<file path="config.mk">
export PLATFORM = sky130hd
export DESIGN_NAME = pipelined_rca
export DESIGN_NICKNAME = d
export VERILOG_FILES = /design/src/rtl/pipelined_rca.sv
export SDC_FILE = /design/constraint.sdc
export NUM_CORES = 1
export LEC_CHECK = 0
export CAP_MARGIN = 20
export CORE_AREA = 2 2 98 100
export CTS_CLUSTER_DIAMETER = 50
export CTS_CLUSTER_SIZE = 25
export DETAILED_ROUTE_END_ITERATION = 8
export DIE_AREA = 0 0 100 102
export PLACE_DENSITY = 0.74
export SYNTH_ARGS = -nofsm -noshare
export SYNTH_HDL_FRONTEND = slang
export SYNTH_SLANG_ARGS = --single-unit
</file>
<file path="constraint.sdc">
create_clock -name clk -period 1.9 [get_ports clk]
set_input_delay 0.285 -clock clk [delete_from_list [all_inputs] [get_ports clk]]
set_output_delay 0.285 -clock clk [all_outputs]
set_load 0.05 [all_outputs]
</file>
<file path="src/rtl/pipelined_rca.sv">
// Parametrised pipelined ripple-carry add/subtract. WIDTH bits are split into
// STAGES segments with the inter-segment carry registered; global stall flow control.
module pipelined_rca #(
  parameter int unsigned WIDTH  = 16,
  parameter int unsigned STAGES = 4
) (
  input  logic             clk,
  input  logic             rst_n,
  input  logic             in_valid,
  output logic             in_ready,
  input  logic [WIDTH-1:0] a,
  input  logic [WIDTH-1:0] b,
  input  logic             cin,
  input  logic             sub,
  input  logic             flush,
  output logic             out_valid,
  input  logic             out_ready,
  output logic [WIDTH-1:0] sum,
  output logic             cout,
  output logic             ovf,
  output logic             zero
);

  localparam int unsigned SEG = WIDTH / STAGES;

  // Per-stage registers: a_q/b_q skew the not-yet-added operand segments
  // forward, r_q de-skews the already-computed result segments.
  logic [WIDTH-1:0]  a_q [STAGES];
  logic [WIDTH-1:0]  b_q [STAGES];
  logic [WIDTH-1:0]  r_q [STAGES];
  logic [STAGES-1:0] c_q;
  logic [STAGES-1:0] v_q;
  logic              ovf_q;
  logic              zero_q;

  logic [WIDTH-1:0]  a_n [STAGES];
  logic [WIDTH-1:0]  b_n [STAGES];
  logic [WIDTH-1:0]  r_n [STAGES];
  logic [SEG:0]      seg_sum [STAGES];
  logic [STAGES-1:0] c_n;
  logic              ovf_n;
  logic              zero_n;
  logic              advance;

  assign advance   = !v_q[STAGES-1] || out_ready;
  assign in_ready  = advance;
  assign out_valid = v_q[STAGES-1];
  assign sum       = r_q[STAGES-1];
  assign cout      = c_q[STAGES-1];
  assign ovf       = ovf_q;
  assign zero      = zero_q;

  always_comb begin
    // Subtract is a + ~b with the borrow-in inverted into the carry-in.
    a_n[0]     = a;
    b_n[0]     = sub ? ~b : b;
    seg_sum[0] = {1'b0, a_n[0][SEG-1:0]} + {1'b0, b_n[0][SEG-1:0]}
               + {{SEG{1'b0}}, sub ^ cin};
    r_n[0]     = '0;
    r_n[0][SEG-1:0] = seg_sum[0][SEG-1:0];
    c_n        = '0;
    c_n[0]     = seg_sum[0][SEG];
    for (int unsigned k = 1; k < STAGES; k++) begin
      a_n[k]     = a_q[k-1];
      b_n[k]     = b_q[k-1];
      seg_sum[k] = {1'b0, a_n[k][k*SEG +: SEG]} + {1'b0, b_n[k][k*SEG +: SEG]}
                 + {{SEG{1'b0}}, c_q[k-1]};
      r_n[k]     = r_q[k-1];
      r_n[k][k*SEG +: SEG] = seg_sum[k][SEG-1:0];
      c_n[k]     = seg_sum[k][SEG];
    end
    zero_n = (r_n[STAGES-1] == '0);
    // Carry into the MSB recovered from the MSB sum bit and its operands.
    ovf_n  = a_n[STAGES-1][WIDTH-1] ^ b_n[STAGES-1][WIDTH-1]
           ^ r_n[STAGES-1][WIDTH-1] ^ c_n[STAGES-1];
  end

  always_ff @(posedge clk or negedge rst_n) begin
    if (!rst_n) begin
      v_q    <= '0;
      c_q    <= '0;
      ovf_q  <= 1'b0;
      zero_q <= 1'b0;
      for (int unsigned k = 0; k < STAGES; k++) begin
        a_q[k] <= '0;
        b_q[k] <= '0;
        r_q[k] <= '0;
      end
    end else if (flush) begin
      v_q <= '0;
    end else if (advance) begin
      v_q[0] <= in_valid;
      for (int unsigned k = 1; k < STAGES; k++) begin
        v_q[k] <= v_q[k-1];
      end
      for (int unsigned k = 0; k < STAGES; k++) begin
        a_q[k] <= a_n[k];
        b_q[k] <= b_n[k];
        r_q[k] <= r_n[k];
      end
      c_q    <= c_n;
      ovf_q  <= ovf_n;
      zero_q <= zero_n;
    end
  end

endmodule

</file>
==> metrics.csv, run 1 <==
metric;value;unit
worst-case headroom to the max-slew limit;0.655;
number of nets in the synthesized netlist;515;
largest net degree at the start of global routing;47;
latest clock arrival within the worst-skew pair;0.36;ns
number of clock sinks;98;
minimum clock period after layout;1.85;ns
worst-case clock skew;0.0158;ns
synthesis-stage register bit count;98;
crit path kind;reg -> reg;
Avg Cell Area, Syn;9.64;µm²
required time of the critical path;2.14;ns
Cell variety after synth;28;
number of vias per cell;4.82;
delay of the slowest cell on the worst path;0.41;ns
via count of the first global-routing pass;3062;
Post-synth EDFFs;0;
Max Transition Viols Final;0;
number of inserted diodes;0;
Arrival @ worst endpoint;2.09;ns
cell class contributing the biggest share of worst-path delay;adder cells;
width of the die;100;µm
TritonCTS Buffers;9;
Post-Synthesis Cells;456;
layout net count;581;
number of design-rule violations left by the first detailed-router iteration;107;
routability cong.;0.810;
residual overflow from global routing;0;
unrepaired setup endpoints after global routing;true;
final worst path period share;0.975;
final hold violation count;0;
path type of the worst min-delay path;in -> async;
number of iterations in the first detailed-routing pass;6;
status;completed;
detailed-route wire length;7630;µm
Worst setup SP type;flop;
async set-or-reset flop fraction in the synthesized netlist;1.00;
total power density per cell area;1050;nW/µm²
critical path endpoint category;flop;
DRC Markers;0;
# Max-Cap Violations;0;
share of final-layout standard cells stronger than drive strength 1;0.0930;
Total GRT Usage;0.165;
maximum fanout encountered on the critical timing path;2;
cells along the critical path;fa_2 -> fa_2 -> a21o_1 -> a21oi_2 -> xnor2_1 -> o21ai_1;
area of the core;9110;µm²
library cell appearing most often on the critical path;sky130_fd_sc_hd__fa_2;
first-pass GRT wire length;13500;µm
count of input and output buffers;59;
TritonCTS clock tree;yes;
portion of the post-synthesis area used by sequential elements;0.558;
clock-pin transition on the worst setup and hold timing paths;0.09;ns
cell count of the worst reg-to-reg path;6;
leading cell type in the layout, fill and taps excluded;sky130_fd_sc_hd__nand2_1;
Die Ht;102;µm
total number of cells along the worst setup path;6;
cell at the root of the clock tree;sky130_fd_sc_hd__clkbuf_8;
Highest Clock Rate;0.540;GHz
Post-Syn Area;4390;µm²
static leakage power;2.70;nW
number of failing setup endpoints in the final timing report;0;
die footprint;10200;µm²
vias after detailed routing;3076;
detailed placer's ending HPWL;5560;µm
Initial Utilization;0.482;
Max clock buf depth;2;
drt wl/cell;12.0;µm
PnR Total Power;5.63;mW
highest-count cells in the layout ignoring fill and taps;221 x sky130_fd_sc_hd__nand2_1, 98 x sky130_fd_sc_hd__dfrtp_1, 56 x sky130_fd_sc_hd__clkdlybuf4s50_1;
Crit path buffers/inverters;0;
worst ir drop on vdd;0.000392;V
yosys warns;0;
Slowest-stage cell, CP;sky130_fd_sc_hd__dfrtp_1;
site row count;35;
prevailing post-synth register cell;sky130_fd_sc_hd__dfrtp_1;
number of antenna violations at the first check in global routing;0;
worst slew pin tran;0.517;ns
share of the core filled with cells in the final layout;0.590;
Antenna Violating Nets Remaining;0;
IO Pins;60;
H-tree levels;3;
area overhead of the layout relative to synthesis;22.3;%
## kinds of logic after synthesis
logic type | synth area share
AOI/OAI and AO/OA | 0.0584
xor gates and xnor gates | 0.0518
adders and majority gates | 0.0706
buffers and inverters | 0.0433
DFF | 0.558
muxes | 0.00797
and+or+nand+nor | 0.210
## sequential cells by signal, summed over array words and instances (netlist names)
name / count
b_n: 24
v_q: 4
r_n: 24
ovf: 1
sum: 16
c_q: 4
a_n: 24
zero: 1
## where the power goes
group	internal (mW)	switching (mW)	leakage, nW
clock network	0.538	0.740	0.0958
logic	0.666	0.960	1.38
registers	2.48	0.245	1.23
total	3.68	1.94	2.70
## final timing paths
kind | from | endpoint | slack, ns
worst max-delay path | c_q[2] | ovf | 0.05
worst min-delay path | rst_n | a_n[37] | 0.44
worst max register to register | c_q[2] | ovf | 0.05
worst min register to register | r_n[18] | r_n[2] | 0.47
max in group asynchronous | rst_n | b_n[45] | 0.87
min in group clk | a[13] | a_n[45] | 0.45
## Yosys cell counts, drive strengths merged, types with 4 or more instances
library cell  count  share of area
a21oi            10          0.012
fa                8          0.036
a21o              7          0.012
dfrtp            98           0.56
buf              21          0.038
inv               4         0.0034
ha               12          0.034
xnor2            17          0.034
o21ai            26          0.030
nand2           222           0.19
nor2              7         0.0060
xor2              9          0.018
## metal layers
metal  GRT usage  up-vias  share of wire
li1            -     1558              -
met4      0.0601        0          0.014
met5           0        -              0
met3      0.0253        9          0.034
met2       0.283       52           0.48
met1       0.216     1457           0.47
## what timing repair did
action,CTS,global route
gates resized for setup,5,2
hold endpoints to repair,37,0
pin swaps,2,2
hold buffers,1,0
setup buffers,0,1
endpoints found under the setup margin,4,3
## cell type report
cell class              instances  area (µm²)
multi-input cells             331        1780
repair buffers                 78         796
flip-flops and latches         98        2450
inverters                       4        15.0
well taps                     111         139
clock buffers                  10         138
fillers                       805        3740
clock inverters                 6        53.8
## stage by stage
| stage | cells | setup slack (ns) | cell area (µm²) | hold slack (ns) | setup TNS, ns |
|---|---|---|---|---|---|
| 2_1_floorplan | 456 | -0.0509 | 4410 | -0.0106 | -0.0509 |
| 3_3_place_gp | 620 | -0.370 | 5150 | 0.291 | -1.28 |
| 3_5_place_dp | 620 | -0.401 | 5150 | 0.299 | -1.61 |
| 4_1_cts | 637 | 0.0105 | 5360 | 0.431 | 0 |
| 5_1_grt | 638 | -0.0149 | 5370 | 0.443 | -0.0321 |
| 6_report | 638 | 0.0474 | 5370 | 0.441 | 0 |
Note: power is estimated with default switching activity, not from simulation.
==> inputs of run 2 (changes only) <==
CELL_PAD_IN_SITES_DETAIL_PLACEMENT = 0   (was not set)
CELL_PAD_IN_SITES_GLOBAL_PLACEMENT = 1   (was not set)
CORE_AREA = 2 2 111 113   (was 2 2 98 100)
DIE_AREA = 0 0 113 115   (was 0 0 100 102)
PLACE_DENSITY = not set   (was 0.74)
PLACE_DENSITY_LB_ADDON = 0.1   (was not set)
TNS_END_PERCENT = 5   (was not set)
==> metrics.csv, run 2 (same netlist as run 1, synthesis figures left out) <==
metric;value;unit;change
status;finished, violations left;;
violated checks;design-rule violations;;
Total GRT Usage;0.145;;-0.0200
register area;2450;µm²;unchanged
combinational cell fraction of total power;0.271;;-0.018
crit path kind;reg -> reg;;
number of failing setup endpoints in the final timing report;0;;unchanged
clock-pin transition on the worst setup and hold timing paths;0.06;ns;-0.03 ns
H-tree levels;3;;unchanged
filler cell count;1151;;+43%
site row count;40;;+14%
TritonCTS clock tree;yes;;
Arrival @ worst endpoint;2.12;ns;+0.03 ns
area of the multi-input gates;1800;µm²;+1.1%
sequential group share of total power;0.446;;-0.038
placed instance count;658;;+6.1%
worst-case clock skew;0.00753;ns;-0.00831 ns
unrepaired setup endpoints after global routing;true;;
number of design-rule violations left by the first detailed-router iteration;163;;+52%
Max clock buf depth;2;;unchanged
worst slew pin tran;0.549;ns;+0.0315 ns
maximum fanout encountered on the critical timing path;2;;unchanged
largest net degree at the start of global routing;42;;-11%
Clock Power Share;0.283;;+0.056
routability cong.;0.744;;-8.2%
vias after detailed routing;2998;;-2.5%
switching power of the nets;1.98;mW;+2.0%
share of final-layout standard cells stronger than drive strength 1;0.0947;;+0.00172
leading cell type in the layout, fill and taps excluded;sky130_fd_sc_hd__nand2_1;;
TritonCTS Buffers;9;;unchanged
Antenna Violating Nets Remaining;0;;unchanged
IO Pins;60;;unchanged
Int Power;4.16;mW;+13%
minimum setup slack after placement;-0.388;ns;+0.0136 ns
final hold violation count;0;;unchanged
minimum clock period after layout;1.86;ns;+0.0114 ns
Max Transition Viols Final;0;;unchanged
layout net count;583;;+0.34%
required time of the critical path;2.15;ns;about the same
highest-count cells in the layout ignoring fill and taps;221 x sky130_fd_sc_hd__nand2_1, 98 x sky130_fd_sc_hd__dfrtp_1, 56 x sky130_fd_sc_hd__clkdlybuf4s50_1;;
area of the core;11800;µm²;+30%
number of vias per cell;4.44;;-7.9%
Initial Utilization;0.372;;-0.110
area overhead of the layout relative to synthesis;26.8;%;
count of input and output buffers;59;;unchanged
Layout Cells excl Fill;675;;+5.8%
critical path endpoint category;flop;;
total power density per cell area;1100;nW/µm²;+5.3%
worst ir drop on vdd;0.000419;V;+6.9%
# Max-Cap Violations;0;;unchanged
cell at the root of the clock tree;sky130_fd_sc_hd__clkbuf_16;;
residual overflow from global routing;0;;unchanged
detailed-route wire length;8620;µm;+13%
final worst path period share;0.981;;+0.00602
via count of the first global-routing pass;3023;;-1.3%
Die Ht;115;µm;+13%
Worst Slack Setup Final;0.0360;ns;-0.0114 ns
latest clock arrival within the worst-skew pair;0.34;ns;-0.02 ns
width of the die;113;µm;+13%
detailed placer's ending HPWL;5910;µm;+6.4%
sw frac;0.323;;-0.0227
DRC Markers;3;;+3
die footprint;13000;µm²;+27%
first-pass GRT wire length;14700;µm;+9.2%
number of iterations in the first detailed-routing pass;6;;unchanged
Worst setup SP type;flop;;
worst-case headroom to the max-slew limit;0.634;;-0.0210
number of inserted diodes;0;;unchanged
drt wl/cell;12.8;µm;+6.8%
Highest Clock Rate;0.536;GHz;-0.61%
number of clock sinks;98;;unchanged
path type of the worst min-delay path;reg -> reg;;
number of antenna violations at the first check in global routing;0;;unchanged
static leakage power;2.77;nW;+2.7%
share of the core filled with cells in the final layout;0.472;;-0.118
[run 2: changes by cell type in the layout (fill, tap and decap cells not counted), sizes merged]
cell	change
dlygate4sd2	-1
dlymetal6s2s	+1
inv	-4
buf	+2
clkinvlp	-1
clkbuf	+4
[run 2: worst paths after layout]
kind                            endpoint    start  slack [ns]  depth (start not counted)
min in group asynchronous        r_n[16]    rst_n        0.47                          2
max in group asynchronous        r_n[20]    rst_n        0.81                          3
worst min register to register    r_n[7]  r_n[23]        0.46                          2
worst max-delay path                zero   c_q[2]        0.04                          5
worst min-delay path              r_n[7]  r_n[23]        0.46                          2
worst max register to register      zero   c_q[2]        0.04                          5
[run 2: metrics by stage]
stage / TNS, ns / area (µm²) / hold WS [ns] / total power, mW
6_report: 0 / 5570 / 0.463 / 6.14
3_5_place_dp: -1.37 / 5230 / 0.313 / 4.41
4_1_cts: -0.0265 / 5540 / 0.453 / 6.20
3_3_place_gp: -1.15 / 5230 / 0.315 / 4.38
5_1_grt: -0.0476 / 5570 / 0.460 / 6.52
2_1_floorplan: -0.0676 / 4410 / -0.0106 / 3.80
[run 2: cell type report]
type,count,share of cell area
inverters,4,0.00269
clock inverters,1,0.00157
repair buffers,80,0.151
flip-flops and latches,98,0.440
clock buffers,14,0.0492
well taps,147,0.0330
multi-input cells,331,0.323
[run 2: power by group through the flow]
| stage | combinational [mW] | clock [mW] | sequential [mW] |
|---|---|---|---|
| finish | 1.67 | 1.74 | 2.74 |
| global route | 1.85 | 1.88 | 2.80 |
| CTS | 1.66 | 1.80 | 2.74 |
| detailed placement | 1.64 | 0 | 2.77 |
| global placement | 1.62 | 0 | 2.76 |
| floorplan | 0.690 | 0 | 3.11 |
[run 2: routing by layer]
metal / part of all wire / global-route usage / vias to the layer above / wire length (µm)
met4: 0.014 / 0.0683 / 0 / 121
met1: 0.51 / 0.200 / 1376 / 4390
met2: 0.44 / 0.222 / 46 / 3790
li1: - / - / 1569 / -
met5: 0 / 0 / - / 0
met3: 0.038 / 0.0290 / 7 / 327
[run 2: worst max-delay path: stages, from the launching register on]
cell and delay [ns]:
sky130_fd_sc_hd__dfrtp_1 0.41, sky130_fd_sc_hd__fa_2 0.41, sky130_fd_sc_hd__fa_2 0.48, sky130_fd_sc_hd__nor4_4 0.16, sky130_fd_sc_hd__nand4_1 0.14, sky130_fd_sc_hd__o31ai_2 0.19
[run 2: timing repair]
| item | CTS | global route |
|---|---|---|
| resized for setup | 4 | 7 |
| hold endpoints to repair | 38 | 0 |
| pin swaps | 3 | 7 |
| setup buffers | 0 | 1 |
| hold buffers | 1 | 0 |
| setup endpoints to repair | 3 | 4 |
==> inputs of run 3 (changes only) <==
PLACE_DENSITY = 0.77   (was not set)
PLACE_DENSITY_LB_ADDON = not set   (was 0.1)
==> metrics.csv, run 3 (same netlist as run 1, synthesis figures left out) <==
metric;value;unit;change
status;finished, violations left;;
violated checks;design-rule violations;;
detailed placer's ending HPWL;5640;µm;-4.6%
combinational cell fraction of total power;0.265;;-0.006
drt wl/cell;12.0;µm;-6.0%
area of the core;11800;µm²;unchanged
Antenna Violating Nets Remaining;0;;unchanged
final worst path period share;0.967;;-0.0142
Arrival @ worst endpoint;2.05;ns;-0.07 ns
finished layout cell area;5500;µm²;-1.4%
crit path kind;reg -> reg;;
switching power of the nets;1.94;mW;-2.3%
leading cell type in the layout, fill and taps excluded;sky130_fd_sc_hd__nand2_1;;
die footprint;13000;µm²;unchanged
IO Pins;60;;unchanged
unrepaired setup endpoints after global routing;true;;
Worst setup SP type;flop;;
cell at the root of the clock tree;sky130_fd_sc_hd__clkbuf_16;;
routability cong.;0.775;;+4.3%
critical path endpoint category;flop;;
share of final-layout standard cells stronger than drive strength 1;0.0841;;-0.0106
worst-case headroom to the max-slew limit;0.664;;+0.0304
number of design-rule violations left by the first detailed-router iteration;122;;-25%
detailed-route wire length;8040;µm;-6.7%
required time of the critical path;2.12;ns;-0.03 ns
Initial Utilization;0.372;;unchanged
post-placement cell area;5170;µm²;-1.1%
via count of the first global-routing pass;2872;;-5.0%
minimum clock period after layout;1.84;ns;-0.0269 ns
static leakage power;2.73;nW;-1.5%
sw frac;0.319;;-0.00395
Int Power;4.14;mW;-0.54%
first-pass GRT wire length;13900;µm;-6.0%
Max clock buf depth;2;;unchanged
number of antenna violations at the first check in global routing;0;;unchanged
Die Ht;115;µm;unchanged
latest clock arrival within the worst-skew pair;0.34;ns;about the same
highest-count cells in the layout ignoring fill and taps;221 x sky130_fd_sc_hd__nand2_1, 98 x sky130_fd_sc_hd__dfrtp_1, 56 x sky130_fd_sc_hd__clkdlybuf4s50_1;;
number of failing setup endpoints in the final timing report;0;;unchanged
largest net degree at the start of global routing;60;;+43%
Layout Cells excl Fill;670;;-0.74%
Max Transition Viols Final;0;;unchanged
final hold violation count;0;;unchanged
worst ir drop on vdd;0.000394;V;-5.9%
number of vias per cell;4.47;;+0.54%
number of clock sinks;98;;unchanged
residual overflow from global routing;0;;unchanged
maximum fanout encountered on the critical timing path;2;;unchanged
H-tree levels;3;;unchanged
clock-pin transition on the worst setup and hold timing paths;0.07;ns;about the same
PnR Total Power;6.08;mW;-1.1%
placed instance count;652;;-0.91%
worst-case clock skew;0.00646;ns;-0.00107 ns
worst slew pin tran;0.502;ns;-0.0471 ns
Total GRT Usage;0.133;;-0.0123
Highest Clock Rate;0.544;GHz;+1.5%
Worst Slack Setup Final;0.0629;ns;+0.0269 ns
worst reg-to-reg setup slack;0.06;ns;+0.03 ns
Total Negative Setup Slacks;0;ns;unchanged
TritonCTS Buffers;9;;unchanged
minimum setup slack after placement;-0.467;ns;-0.0789 ns
area overhead of the layout relative to synthesis;25.1;%;
DRC Markers;4;;+1
filler cell count;1145;;-0.52%
Clock Power Share;0.285;;+0.002
number of iterations in the first detailed-routing pass;6;;unchanged
vias after detailed routing;2992;;-0.20%
sequential group share of total power;0.450;;+0.004
width of the die;113;µm;unchanged
site row count;40;;unchanged
total power density per cell area;1110;nW/µm²;+0.26%
layout net count;577;;-1.0%
TritonCTS clock tree;yes;;
# Max-Cap Violations;0;;unchanged
count of input and output buffers;59;;unchanged
path type of the worst min-delay path;in -> async;;
number of inserted diodes;0;;unchanged
-- run 3: layer usage --
metal / wire length (µm) / track usage / part of all wire / vias to the layer above
li1: - / - / - / 1552
met4: 112 / 0.0488 / 0.014 / 0
met1: 3990 / 0.189 / 0.50 / 1385
met2: 3630 / 0.201 / 0.45 / 47
met3: 305 / 0.0300 / 0.038 / 8
met5: 0 / 0 / 0 / -
-- run 3: timing repair --
action | 4_1_cts | 5_1_grt
endpoints found under the setup margin | 5 | 3
hold buffers | 1 | 0
hold endpoints to repair | 31 | 0
setup buffers | 0 | 1
resized for setup | 4 | 2
pin swaps | 1 | 2
-- run 3: power by group through the flow --
stage	sequential [mW]	clock (mW)	combinational (mW)
floorplan	3.11	0	0.690
global placement	2.76	0	1.57
detailed placement	2.77	0	1.60
CTS	2.74	1.80	1.62
global route	2.79	1.89	1.79
finish	2.73	1.73	1.61
-- run 3: worst paths after layout --
path                       depth (start not counted)  endpoint     from
max                                                6       ovf  b_n[12]
min reg2reg                                        2   a_n[30]  a_n[46]
min                                                2   a_n[39]    rst_n
min in group clk                                   2   a_n[30]  a_n[46]
max in group asynchronous                          3   r_n[35]    rst_n
max reg2reg                                        6       ovf  b_n[12]
-- run 3: through the flow --
stage / hold WS [ns] / utilization
2_1_floorplan: -0.0106 / -
3_3_place_gp: 0.262 / 0.438
3_5_place_dp: 0.264 / 0.438
4_1_cts: 0.445 / 0.464
5_1_grt: 0.471 / 0.465
6_report: 0.437 / 0.465
-- run 3: final cells by class --
class | instances | area, µm² | share of cell area
clock buffers | 13 | 270 | 0.0492
repair buffers | 74 | 774 | 0.141
flip-flops and latches | 98 | 2450 | 0.446
well taps | 147 | 184 | 0.0335
inverters | 4 | 15.0 | 0.00273
multi-input cells | 331 | 1780 | 0.324
clock inverters | 3 | 21.3 | 0.00387
-- run 3: critical path, stage by stage, from the launching register on --
cell and delay [ns]:
sky130_fd_sc_hd__dfrtp_1 0.40, sky130_fd_sc_hd__fa_2 0.41, sky130_fd_sc_hd__fa_2 0.36, sky130_fd_sc_hd__a21o_1 0.20, sky130_fd_sc_hd__a21oi_2 0.15, sky130_fd_sc_hd__xnor2_1 0.12
sky130_fd_sc_hd__o21ai_0 0.08
